==> src/rtl/burst_splitter.sv <==
// burst_splitter: pops (address, length) transfer requests and splits each
// one into bursts. A burst never exceeds MaxBurstBeats and never crosses a
// 4 KiB page. Every burst command is pushed to the address-channel FIFO and,
// in the same cycle, its encoded length is pushed to the last-flag FIFO.
// Optional feature: define BURST_SPLITTER_STATS_EN to add the req_count and
// burst_count statistics outputs.
module burst_splitter #(
  parameter int AddrWidth      = 64,
  parameter int LenWidth       = 32,
  parameter int BurstLenWidth  = 8,
  parameter int DataWidthBytes = 64,
  parameter int MaxBurstBeats  = 256
) (
  input  logic                     clk,
  input  logic                     rst,
  input  logic [AddrWidth-1:0]     req_addr_dout,
  input  logic [LenWidth-1:0]      req_len_dout,
  input  logic                     req_empty_n,
  output logic                     req_read,
  output logic [AddrWidth-1:0]     burst_addr_din,
  output logic [BurstLenWidth-1:0] burst_len_din,
  input  logic                     burst_full_n,
  output logic                     burst_write,
  output logic [BurstLenWidth-1:0] last_len_din,
  input  logic                     last_full_n,
  output logic                     last_write,
  output logic                     busy
`ifdef BURST_SPLITTER_STATS_EN
  ,
  output logic [31:0]              req_count,
  output logic [31:0]              burst_count
`endif
);

  localparam int OffBits = $clog2(DataWidthBytes);
  // Clears the sub-beat byte offset of a request address.
  localparam logic [AddrWidth-1:0] AlignMask = ~(AddrWidth'(DataWidthBytes - 1));
  localparam logic [LenWidth-1:0]  PageBytes = LenWidth'(13'd4096);
  localparam logic [LenWidth-1:0]  MaxBeats  = LenWidth'(MaxBurstBeats);

  typedef enum logic [0:0] {
    IDLE  = 1'b0,
    SPLIT = 1'b1
  } state_t;

  state_t                 state_r;
  state_t                 state_s;
  logic [AddrWidth-1:0]   addr_r;
  logic [LenWidth-1:0]    remaining_r;

  logic [LenWidth-1:0]    to_boundary_s;
  logic [LenWidth-1:0]    capped_s;
  logic [LenWidth-1:0]    beats_s;
  logic [BurstLenWidth-1:0] burst_len_s;
  logic                   pop_s;
  logic                   push_s;

  // Size of the current burst: remaining beats capped by the burst limit
  // and by the distance to the next 4 KiB page.
  always_comb begin
    to_boundary_s = (PageBytes - LenWidth'(addr_r[11:0])) >> OffBits;
    capped_s      = (remaining_r < MaxBeats) ? remaining_r : MaxBeats;
    beats_s       = (capped_s < to_boundary_s) ? capped_s : to_boundary_s;
    burst_len_s   = BurstLenWidth'(beats_s - LenWidth'(1'b1));
  end

  // Next-state and handshake decisions; a push only happens when both
  // downstream FIFOs can accept so the two streams stay in lockstep.
  always_comb begin
    state_s = state_r;
    pop_s   = 1'b0;
    push_s  = 1'b0;
    case (state_r)
      IDLE: begin
        if (req_empty_n) begin
          pop_s = 1'b1;
          if (req_len_dout != {LenWidth{1'b0}}) begin
            state_s = SPLIT;
          end else begin
            state_s = IDLE;
          end
        end else begin
          state_s = IDLE;
        end
      end
      SPLIT: begin
        if (burst_full_n && last_full_n) begin
          push_s = 1'b1;
          if (remaining_r == beats_s) begin
            state_s = IDLE;
          end else begin
            state_s = SPLIT;
          end
        end else begin
          state_s = SPLIT;
        end
      end
      default: begin
        state_s = IDLE;
      end
    endcase
  end

  // Output drive; reset suppresses any same-cycle pop or push.
  always_comb begin
    req_read       = pop_s & ~rst;
    burst_write    = push_s & ~rst;
    last_write     = push_s & ~rst;
    burst_addr_din = addr_r;
    burst_len_din  = burst_len_s;
    last_len_din   = burst_len_s;
    busy           = (state_r == SPLIT);
  end

  // State register.
  always_ff @(posedge clk) begin
    if (rst) begin
      state_r <= IDLE;
    end else begin
      state_r <= state_s;
    end
  end

  // Address and remaining-beat registers: load on pop, advance on push.
  always_ff @(posedge clk) begin
    if (rst) begin
      addr_r      <= {AddrWidth{1'b0}};
      remaining_r <= {LenWidth{1'b0}};
    end else if (pop_s) begin
      addr_r      <= req_addr_dout & AlignMask;
      remaining_r <= req_len_dout;
    end else if (push_s) begin
      addr_r      <= addr_r + (AddrWidth'(beats_s) << OffBits);
      remaining_r <= remaining_r - beats_s;
    end else begin
      addr_r      <= addr_r;
      remaining_r <= remaining_r;
    end
  end

`ifdef BURST_SPLITTER_STATS_EN
  // Free-running request and burst counters, wrapping at 2^32.
  always_ff @(posedge clk) begin
    if (rst) begin
      req_count   <= 32'd0;
      burst_count <= 32'd0;
    end else begin
      req_count   <= req_count + (pop_s ? 32'd1 : 32'd0);
      burst_count <= burst_count + (push_s ? 32'd1 : 32'd0);
    end
  end
`endif

endmodule

==> config.mk <==
export PLATFORM = sky130hd
export DESIGN_NAME = burst_splitter
export DESIGN_NICKNAME = d
export VERILOG_FILES = /design/src/rtl/burst_splitter.sv
export SDC_FILE = /design/constraint.sdc
export NUM_CORES = 1
export LEC_CHECK = 0
export ABC_AREA = 0
export ABC_CLOCK_PERIOD_IN_PS = 6400
export BUFFER_PORTS_ARGS = -buffer_cell sky130_fd_sc_hd__buf_2
export CAP_MARGIN = 20
export CORE_MARGIN = 3
export CORE_UTILIZATION = 40
export DETAILED_ROUTE_END_ITERATION = 6
export HOLD_SLACK_MARGIN = 0.03
export SLEW_MARGIN = 20
export SYNTH_ARGS = -nofsm -noshare
export SYNTH_HDL_FRONTEND = slang
export SYNTH_SLANG_ARGS = --single-unit
==> constraint.sdc <==
create_clock -name clk -period 6.4 [get_ports clk]
set_input_delay 0.32 -clock clk [delete_from_list [all_inputs] [get_ports clk]]
set_output_delay 0.32 -clock clk [all_outputs]
set_load 0.02 [all_outputs]
Word level (Yosys, flattened, before mapping)
Cells that the tools add are included.
Cells by class
  add/sub/neg operators: 4
  reduce and logical (&&, ||, !) cells: 4
  bitwise logic cells: 4
  equal/unequal tests: 1
  magnitude comparators: 2
  muxes and demuxes: 15
Operators with widths (count)
  $mux 32: 4
  $mux 64: 2
  $add 64x38->64: 1
  $eq 32x32->1: 1
  $lt 32x26->1: 1
  $lt 32x9->1 const B: 1
  $reduce_bool 32->1: 1
  $sub 32x32->32: 1
  $sub 13x12->14 const A: 1
  $mux 1: 8
  $sub 8x1->8 const B: 1
  $and 1x1->1: 2
  $not 1->1: 2
  $pmux 1 s2: 1
  $reduce_bool 2->1: 1
  $reduce_or 2->1: 1
  $logic_and 1x1->1: 1
Storage, ports and cells
  register bits: 97
  input bits: 101

Logic depth before layout (Yosys ltp)
Gate-level depths: netlist of run 1.
  depth in word-level cells: 8
  mapped depth: 25
  depth with buffers taken out: 23

Worst setup path before layout of run 1
Ideal clock, no wire load.
  path kind: register to register
  from: reg remaining_r[25]
  to: reg addr_r[44], in the netlist burst_addr_din[44]
  path slack: 1.448 ns
  data required time: 6.314 ns
  path buffers: 2
  stages on the path, launching flop included: 24
  library setup time: 0.086 ns
  period minus slack after synthesis: 4.952 ns
  arrival time: 4.867 ns
  cell sequence: dfxtp_1 > nor4_1 > nand4_1 > nor2_1 > and2_1 > ha_1 > a21o_1 > a211oi_1 > o211ai_1 > buf_2 > o21ai_0 > ha_1 > inv_1 > fa_1 > nor2b_1 > o31ai_1 > a211oi_1 > o2111a_1 > o21ai_0 > a21oi_2 > buf_2 > nand3_1 > xor2_1 > a211oi_1
On the way
  cells in the longest elaborated chain, start to end: 7
Ends and longest elaborated chain
  from (decl): RTL line 49  | logic [LenWidth-1:0] remaining_r;
  from (signal assigned): RTL line 128  | remaining_r <= {LenWidth{1'b0}};
  from (signal assigned): RTL line 131  | remaining_r <= req_len_dout;
  from (signal assigned): RTL line 134  | remaining_r <= remaining_r - beats_s;
  $lt 32x9->1: RTL line 62  | capped_s = (remaining_r < MaxBeats) ? remaining_r : MaxBeats;
  $mux 32 (*): RTL line 62
  $lt 32x26->1: RTL line 63  | beats_s = (capped_s < to_boundary_s) ? capped_s : to_boundary_s;
  $mux 32 (*): RTL line 63
  $add 64x38->64 (*): RTL line 133  | addr_r <= addr_r + (AddrWidth'(beats_s) << OffBits);
  $mux 64 (*): RTL line 132  | end else if (push_s) begin
  $mux 64 (*): RTL line 129  | end else if (pop_s) begin
  to (signal assigned): RTL line 130  | addr_r <= req_addr_dout & AlignMask;
  to (signal assigned): RTL line 133
  to (signal assigned): RTL line 136  | addr_r <= addr_r;
  to (decl): RTL line 48  | logic [AddrWidth-1:0] addr_r;
Every way passes the cells marked *; elsewhere a longest branch is shown, timed or not. The select of a mux whose other input is x is not followed.
A chain may end at the register's enable or synchronous reset.

Final worst setup path of run 1
  from: reg remaining_r[8]
  to: reg addr_r[39], in the netlist burst_addr_din[39]
Same word-level chain as after synthesis.

==> results.cfg, run 1 <==
[logic_synthesis]
avgSynthCellArea_sq_um = 7.75
synth_edf_count = 0
yosysTopAreaCellShare = 0.225
seq_area_frac_synth = 0.225
ys_types = 73
syn_area_sq_um = 8100
synth-seq-cells = 91
netlist_top_cells_count = 107 x nand2_1, 91 x a21oi_1, 91 x dfxtp_1
synth_area_leader_cell = dfxtp_1
synthArstFlopShare = 0
synthTopCellsByArea = dfxtp_1 22%, ha_1 11%, a21oi_1 5.6%
synth_cells = 1046
synth_most_common_cell = nand2_1
ys_warn_count = 0
synthFlopType = dfxtp_1

[die]
dieWidth_um = 148
ios = 185
core_region_area_sq_um = 19700
rows = 51
initial_core_util = 0.412
fp.dieH_um = 148
dieArea_sq_um = 22000

[timing]
setup_viol = 0
worst_pin_slew_ns = 1.11
holdWs_ns = 0.186
post-route-min-period_ns = 5.88
hold_violations = 0
fmax_ghz = 0.170
finalCritPeriodShare = 0.918
finalMaxSlewViolations = 0
rsz0062_at_grt = no
slew_headroom = 0.255
final.setup.tns_ns = 0
worst_slack_ns = 0.523
skew_ns = 0.0107

[worst_hold_path]
hp-class = primary input to register

[cts]
cts_root_buffer = clkbuf_16
numCtsBuffers = 9
cts_tree = built
ctsHoldBuffers = 0
htreeDepth = 3
post_cts_resized = 0
post_cts_buffers = 0
cts_buffer_depth = 2
cts_sinks = 91
clk_latency_ns = 0.36
clk_pin_slew_ns = 0.07

[power]
intPower_mw = 1.31
combPwrFrac = 0.412
sequentialPowerShare = 0.308
p_switching_mw = 0.836
design_power_total_mw = 2.15
irDropWorstVdd_mv = 0.125
switching_share = 0.390
p_per_area_nw_per_um2 = 225
leakage_nw = 4.35
clkPwrFrac = 0.280

[cells_and_area]
multiInputGateArea_sq_um = 6000
areaGrowthSynthToFinish_pct = 17.9
drive_gt1_frac = 0.192
n_antenna_cell = 0
register_area_sq_um = 1820
fin_nets = 1396
fin_cells = 1492
nFillCells = 2104

[grt]
grt_overflow = 0
grt_start_max_net_pins = 69
met1_usage = 0.317
antenna_found_initial = 0
top_usage_layer = met2
grt_pass1_wl_um = 39800
grt_pass1_vias = 7790
grtUsageMet2 = 0.340
grt_use_total = 0.219
grtUsageMet3 = 0.0293

[route]
first_iter_violations = 478
ant_nets = 0
drtPass1Iterations = 7
wire_per_inst_um = 16.5
vias_per_cell = 5.64
drc = 0
wl_um = 24600
via_count = 8422

[critical_path]
cp-start-kind = register
cp.arrival_ns = 6.15
regToRegSetupSlack_ns = 0.52
critPathMaxFanout = 12
path_class = register to register
cp.required_ns = 6.67
cp-end-kind = register

[placement]
dp_slack_ns = 0.613
place_congestion = 0.886
portBuffers = 172
dpl.cell_count = 1476
dpl.hpwl_um = 18200

[status]
status = finished, final reports clean

[run]
maxCapViolCount = 0
-- cell type report --
type                       instances  share of cell area
inverter                          30              0.0118
clock buffer                       9              0.0236
tap                              265              0.0347
multi-input combinational        905               0.628
sequential                        91               0.191
clock inverter                     7              0.0105
timing repair buffer             185               0.100
-- worst paths after layout --
check / cells past startpoint / from / end
worst max register to register: 21 / remaining_r[8]$_SDFFE_PP0P_ / burst_addr_din[39]$_SDFFE_PP0P_
worst min register to register: 2 / burst_addr_din[12]$_SDFFE_PP0P_ / burst_addr_din[12]$_SDFFE_PP0P_
worst min-delay path: 3 / req_addr_dout[34] / burst_addr_din[34]$_SDFFE_PP0P_
worst max-delay path: 21 / remaining_r[8]$_SDFFE_PP0P_ / burst_addr_din[39]$_SDFFE_PP0P_
-- power groups by stage --
stage / logic [mW] / registers, mW / clock network, mW
6_report: 0.884 / 0.661 / 0.602
5_1_grt: 0.981 / 0.667 / 0.640
4_1_cts: 0.876 / 0.661 / 0.618
3_5_place_dp: 0.872 / 0.673 / 0
3_3_place_gp: 0.868 / 0.673 / 0
2_1_floorplan: 0.650 / 0.694 / 0
-- cells by family after synthesis --
group,after synthesis,synth area share
AO/OA/AOI/OAI,341,0.291
XOR/XNOR,70,0.0757
adder cells (fa/ha/maj),73,0.115
buffers and inverters,103,0.0619
flip-flops,91,0.225
multiplexers,11,0.0147
other,2,0.000927
AND/OR/NAND/NOR,355,0.216
-- routing by layer --
layer | wire length [um] | vias up
li1 | - | 4190
met1 | 12000 | 3945
met4 | 485 | 0
met3 | 1460 | 35
met2 | 10600 | 252
met5 | 0 | -
-- critical path, cell delays in order, from the launching register on --
cell	delay (ns)
dfxtp_1	0.34
nor4_1	0.28
buf_4	0.17
nand4_1	0.15
nor3_1	0.32
ha_1	0.19
a21o_1	0.11
a21o_1	0.12
a31oi_1	0.08
o211ai_1	0.89
mux2i_1	0.42
inv_1	0.16
ha_1	0.37
o211ai_1	0.15
a2111oi_4	0.46
o211ai_2	0.18
o21a_4	0.27
o221ai_4	0.34
buf_4	0.21
nand3_2	0.08
or3_1	0.31
a31oi_1	0.17
-- through the flow --
| step | util | cell area, sq um |
|---|---|---|
| after CTS | 0.486 | 9550 |
| after global routing | 0.486 | 9550 |
| after detailed placement | 0.469 | 9230 |
| after floorplan | - | 8300 |
| final | 0.486 | 9550 |
| after global placement | 0.469 | 9230 |
-- flip-flops by register name, indices dropped and copies added (netlist names) --
signal          flops
burst_addr_din     58
remaining_r        32
busy                1
-- layout by cell type (no fill, tap or decap), types with 5 or more instances in the layout --
master,instances
a22oi_1,36
xnor2_1,28
nor2_1,75
nand2b_1,8
a21oi_1,91
nor3_1,22
nor4_1,17
or2_2,8
inv_1,30
and3_1,16
dfxtp_1,91
conb_1,55
nor2b_1,10
nand2_1,107
o21bai_1,5
a211oi_1,24
o21a_1,14
a211o_1,5
buf_4,13
a21o_1,27
or3_1,9
mux2i_1,6
ha_1,71
buf_2,172
nand3_1,24
o22ai_1,8
o21ai_0,40
nand4_1,28
o211ai_1,9
xor2_1,42
and2_1,9
a31oi_1,18
a311oi_1,16
nor3b_1,7
clkbuf_16,9
a221oi_1,10
(Power assumes the default switching activity.)
==> run 2, diff against run 1 <==
- GPL_TIMING_DRIVEN: unset -> 0
==> results.cfg, run 2 (synthesis results as in run 1) <==
[status]
status = finished, final reports clean

[die]
initial_core_util = 0.412
ios = 185
dieWidth_um = 148
fp.dieH_um = 148
core_region_area_sq_um = 19700
dieArea_sq_um = 22000
rows = 51

[timing]
post-route-min-period_ns = 5.91
fmax_ghz = 0.169
slew_headroom = 0.392
finalCritPeriodShare = 0.923
setup_viol = 0
skew_ns = 0.00979
worst_pin_slew_ns = 0.912
worst_slack_ns = 0.494
finalMaxSlewViolations = 0
rsz0062_at_grt = no
final.setup.tns_ns = 0
hold_violations = 0
holdWs_ns = 0.224

[cells_and_area]
areaGrowthSynthToFinish_pct = 21.3
nFillCells = 2080
fin_cells = 1553
layout_commonest_cell = buf_2
fin_nets = 1457
drive_gt1_frac = 0.192
n_antenna_cell = 0
most-common-layout-cells = 174 x buf_2, 107 x nand2_1, 91 x a21oi_1, 91 x dfxtp_1, 75 x nor2_1
largest_reg_flops = 58

[cts]
numCtsBuffers = 9
clk_latency_ns = 0.36
clk_pin_slew_ns = 0.08
cts_sinks = 91
cts_tree = built
cts_root_buffer = clkbuf_16
htreeDepth = 3
cts_buffer_depth = 2

[placement]
dp_slack_ns = -0.187
dpl.cell_count = 1535
place_congestion = 0.932
dpl.hpwl_um = 22400
portBuffers = 171

[grt]
grt_pass1_wl_um = 44500
grt_start_max_net_pins = 16
grt_pass1_vias = 8228
grt_overflow = 0
grt_use_total = 0.254
antenna_found_initial = 0

[critical_path]
reg2reg_depth = 23
cp.arrival_ns = 6.17
cp-start-kind = register
cp-end-kind = register
critPathMaxFanout = 10
path_class = register to register
cp.required_ns = 6.67

[power]
intPower_mw = 1.31
clkPwrFrac = 0.262
sequentialPowerShare = 0.305
design_power_total_mw = 2.18
combPwrFrac = 0.433
p_per_area_nw_per_um2 = 222
p_switching_mw = 0.872
leakage_nw = 4.47
irDropWorstVdd_mv = 0.142
switching_share = 0.400

[worst_hold_path]
hp-class = primary input to register
hold_depth = 3

[route]
wl_um = 28600
drtPass1Iterations = 5
via_count = 8707
vias_per_cell = 5.61
first_iter_violations = 535
wire_per_inst_um = 18.4
ant_nets = 0
drc = 0

[run]
maxCapViolCount = 0
[run 2: final timing paths]
kind / start / to / slack [ns]
min: req_addr_dout[28] / burst_addr_din[28]$_SDFFE_PP0P_ / 0.22
max: remaining_r[8]$_SDFFE_PP0P_ / burst_addr_din[60]$_SDFFE_PP0P_ / 0.49
max reg2reg: remaining_r[8]$_SDFFE_PP0P_ / burst_addr_din[60]$_SDFFE_PP0P_ / 0.49
min reg2reg: burst_addr_din[24]$_SDFFE_PP0P_ / burst_addr_din[24]$_SDFFE_PP0P_ / 0.51
[run 2: layout make-up]
type | count | area, sq um | share of cell area
multi-input combinational | 905 | 6000 | 0.610
sequential | 91 | 1820 | 0.185
timing repair buffer | 173 | 871 | 0.0886
buffer | 73 | 389 | 0.0396
tap | 265 | 332 | 0.0337
clock buffer | 11 | 243 | 0.0247
inverter | 30 | 113 | 0.0115
clock inverter | 5 | 62.6 | 0.00636
[run 2: worst max-delay path, stage by stage (launching register included)]
cell and delay, ns:
dfxtp_1 0.36, nor4_4 0.41, nand4_1 0.31, nor3_1 0.36, ha_1 0.29, a21o_1 0.17, a21o_1 0.18, a31oi_1 0.15
o211ai_1 0.16, buf_2 0.24, o21ai_1 0.31, ha_1 0.27, inv_1 0.07, fa_1 0.39, nor2b_1 0.18, o31ai_1 0.16
a211oi_1 0.37, o2111a_1 0.27, o21ai_0 0.14, a21oi_2 0.24, buf_2 0.27, nand3_1 0.14, xor2_1 0.16, a211oi_1 0.21
[run 2: what timing repair did]
| item | 4_1_cts | 5_1_grt |
|---|---|---|
| hold endpoints to repair | 0 | 0 |
| endpoints found under the setup margin | 8 | 14 |
| resized for setup | 2 | 3 |
| pin swaps | 0 | 1 |
| hold buffers | 0 | 0 |
| setup buffers | 0 | 2 |
[run 2: routing by layer]
layer  vias up  part of all wire  wire, um  GRT usage
met5         -                 0         0          0
met2       324              0.43     12400      0.398
li1       4318                 -         -          -
met4         0             0.024       683     0.0799
met1      4030              0.47     13500      0.363
met3        35             0.073      2090     0.0338
[run 2: stage by stage]
step | cell area [sq um] | utilization
2_1_floorplan | 8300 | -
6_report | 9830 | 0.500
3_5_place_dp | 9490 | 0.483
5_1_grt | 9830 | 0.500
3_3_place_gp | 9490 | 0.483
4_1_cts | 9800 | 0.499
[run 2: power by group through the flow]
stage	combinational (mW)	clock [mW]	sequential, mW
2_1_floorplan	0.650	0	0.694
3_3_place_gp	0.919	0	0.675
3_5_place_dp	0.923	0	0.676
4_1_cts	0.930	0.580	0.663
5_1_grt	1.04	0.600	0.670
6_report	0.945	0.572	0.665
==> run 3, diff against run 2 <==
- RECOVER_POWER: unset -> 50
- SETUP_SLACK_MARGIN: unset -> 0.5
- SKIP_CTS_REPAIR_TIMING: unset -> 1
==> results.cfg, run 3 (synthesis results as in run 1) <==
[timing]
finalCritPeriodShare = 0.913
hold_violations = 0
slew_headroom = 0.379
rsz0062_at_grt = no
skew_ns = 0.00921
setup_viol = 0
worst_pin_slew_ns = 0.932
worst_slack_ns = 0.559
finalMaxSlewViolations = 0
fmax_ghz = 0.171
post-route-min-period_ns = 5.84

[run]
maxCapViolCount = 0

[critical_path]
path_cells = nor4_4, nand4_1, clkbuf_1, nor3_1, ha_1, a21o_1, a21o_1, a31oi_1, o211ai_1, clkbuf_1, mux2_1, ha_1, a211o_2, a2111oi_4, a2111oi_4, o211ai_2, a311oi_1, a221oi_1, o21ai_0, mux2i_1, nor3_1
cp-start-kind = register
critPathMaxFanout = 10
slowest_delay_ns = 0.51
critPathTopFamily = compound AO/OA/AOI/OAI gates
path_class = register to register
cp.required_ns = 6.61
cp.arrival_ns = 6.05
regToRegSetupSlack_ns = 0.56
slowest_stage = clkbuf_1
cp-end-kind = register
worst-path-buf-inv = 2

[route]
via_count = 8736
top_layer_used = met4
wl_met3_um = 1870
vias_per_cell = 5.62
drc = 0
wl_um = 28600
wl_met2_um = 12400
ant_nets = 0
wire_per_inst_um = 18.4
drtPass1Iterations = 5
first_iter_violations = 542
drt-met1-wl_um = 13700

[placement]
dpl.hpwl_um = 22400
dp_slack_ns = -0.187
portBuffers = 171
place_congestion = 0.932

[power]
p_per_area_nw_per_um2 = 222
leakage_nw = 4.21
irDropWorstVdd_mv = 0.142

[grt]
grt_pass1_wl_um = 44500
antenna_found_initial = 0
grt_overflow = 0
grt_start_max_net_pins = 16
grt_use_total = 0.254
grt_pass1_vias = 8234

[cts]
clk_latency_ns = 0.36
numCtsBuffers = 9
clk_pin_slew_ns = 0.07
cts_root_buffer = clkbuf_16
cts_tree = built
cts_buffer_depth = 2
cts_sinks = 91
htreeDepth = 3

[die]
core_region_area_sq_um = 19700
fp.dieH_um = 148
dieWidth_um = 148
rows = 51
dieArea_sq_um = 22000
initial_core_util = 0.412
ios = 185

[cells_and_area]
n_antenna_cell = 0
areaGrowthSynthToFinish_pct = 20.6
most-common-layout-cells = 109 x clkbuf_1, 107 x nand2_1, 102 x buf_2
drive_gt1_frac = 0.139
largest_reg_flops = 58
fin_nets = 1458
post-route-util = 0.497
nFillCells = 2103
layout_commonest_cell = clkbuf_1

[worst_hold_path]
hp-class = primary input to register

[status]
status = finished, final reports clean
-- run 3: path summary, 6_finish.rpt --
check                                                      from                               to  depth (start not counted)
worst min-delay path                          req_addr_dout[28]  burst_addr_din[28]$_SDFFE_PP0P_                          3
worst min register to register  burst_addr_din[24]$_SDFFE_PP0P_  burst_addr_din[24]$_SDFFE_PP0P_                          2
worst max-delay path               remaining_r[11]$_SDFFE_PP0P_  burst_addr_din[31]$_SDFFE_PP0P_                         21
worst max register to register     remaining_r[11]$_SDFFE_PP0P_  burst_addr_din[31]$_SDFFE_PP0P_                         21
-- run 3: power by group --
part	internal [mW]	leakage, nW	switching, mW
Combinational	0.371	3.31	0.565
Clock	0.316	0.142	0.253
Sequential	0.611	0.750	0.0541
Total	1.30	4.21	0.873
-- run 3: layout make-up --
class	count	area, sq um	area share
clock buffer	11	243	0.0248
sequential	91	1820	0.186
timing repair buffer	174	787	0.0805
buffer	73	390	0.0399
tap	265	332	0.0339
inverter	30	113	0.0115
multi-input combinational	905	6030	0.616
clock inverter	5	62.6	0.00640
-- run 3: worst register-to-register path: stages, from the launching register on --
cell and delay, ns:
dfxtp_1 0.36, nor4_4 0.41, nand4_1 0.13, clkbuf_1 0.20
nor3_1 0.30, ha_1 0.19, a21o_1 0.12, a21o_1 0.12
a31oi_1 0.08, o211ai_1 0.29, clkbuf_1 0.51, mux2_1 0.44
ha_1 0.31, a211o_2 0.38, a2111oi_4 0.38, a2111oi_4 0.11
o211ai_2 0.27, a311oi_1 0.20, a221oi_1 0.44, o21ai_0 0.20
mux2i_1 0.20, nor3_1 0.06
-- run 3: per-layer routing --
metal  global-route usage  vias to the layer above
met5                    0                        -
met1                0.362                     4085
met4               0.0831                        0
met2                0.397                      300
li1                     -                     4317
met3               0.0350                       34
-- run 3: through the flow --
stage | area (sq um) | total power [mW] | instances | TNS, ns | hold slack [ns]
after floorplan | 8300 | 1.34 | 1099 | 0 | 0.450
after global placement | 9490 | 1.59 | 1535 | -1.54 | 0.498
after detailed placement | 9490 | 1.60 | 1535 | -0.974 | 0.500
after CTS | 9790 | 2.17 | 1551 | -1.26 | 0.214
after global routing | 9770 | 2.30 | 1554 | 0 | 0.229
final | 9770 | 2.17 | 1554 | 0 | 0.225
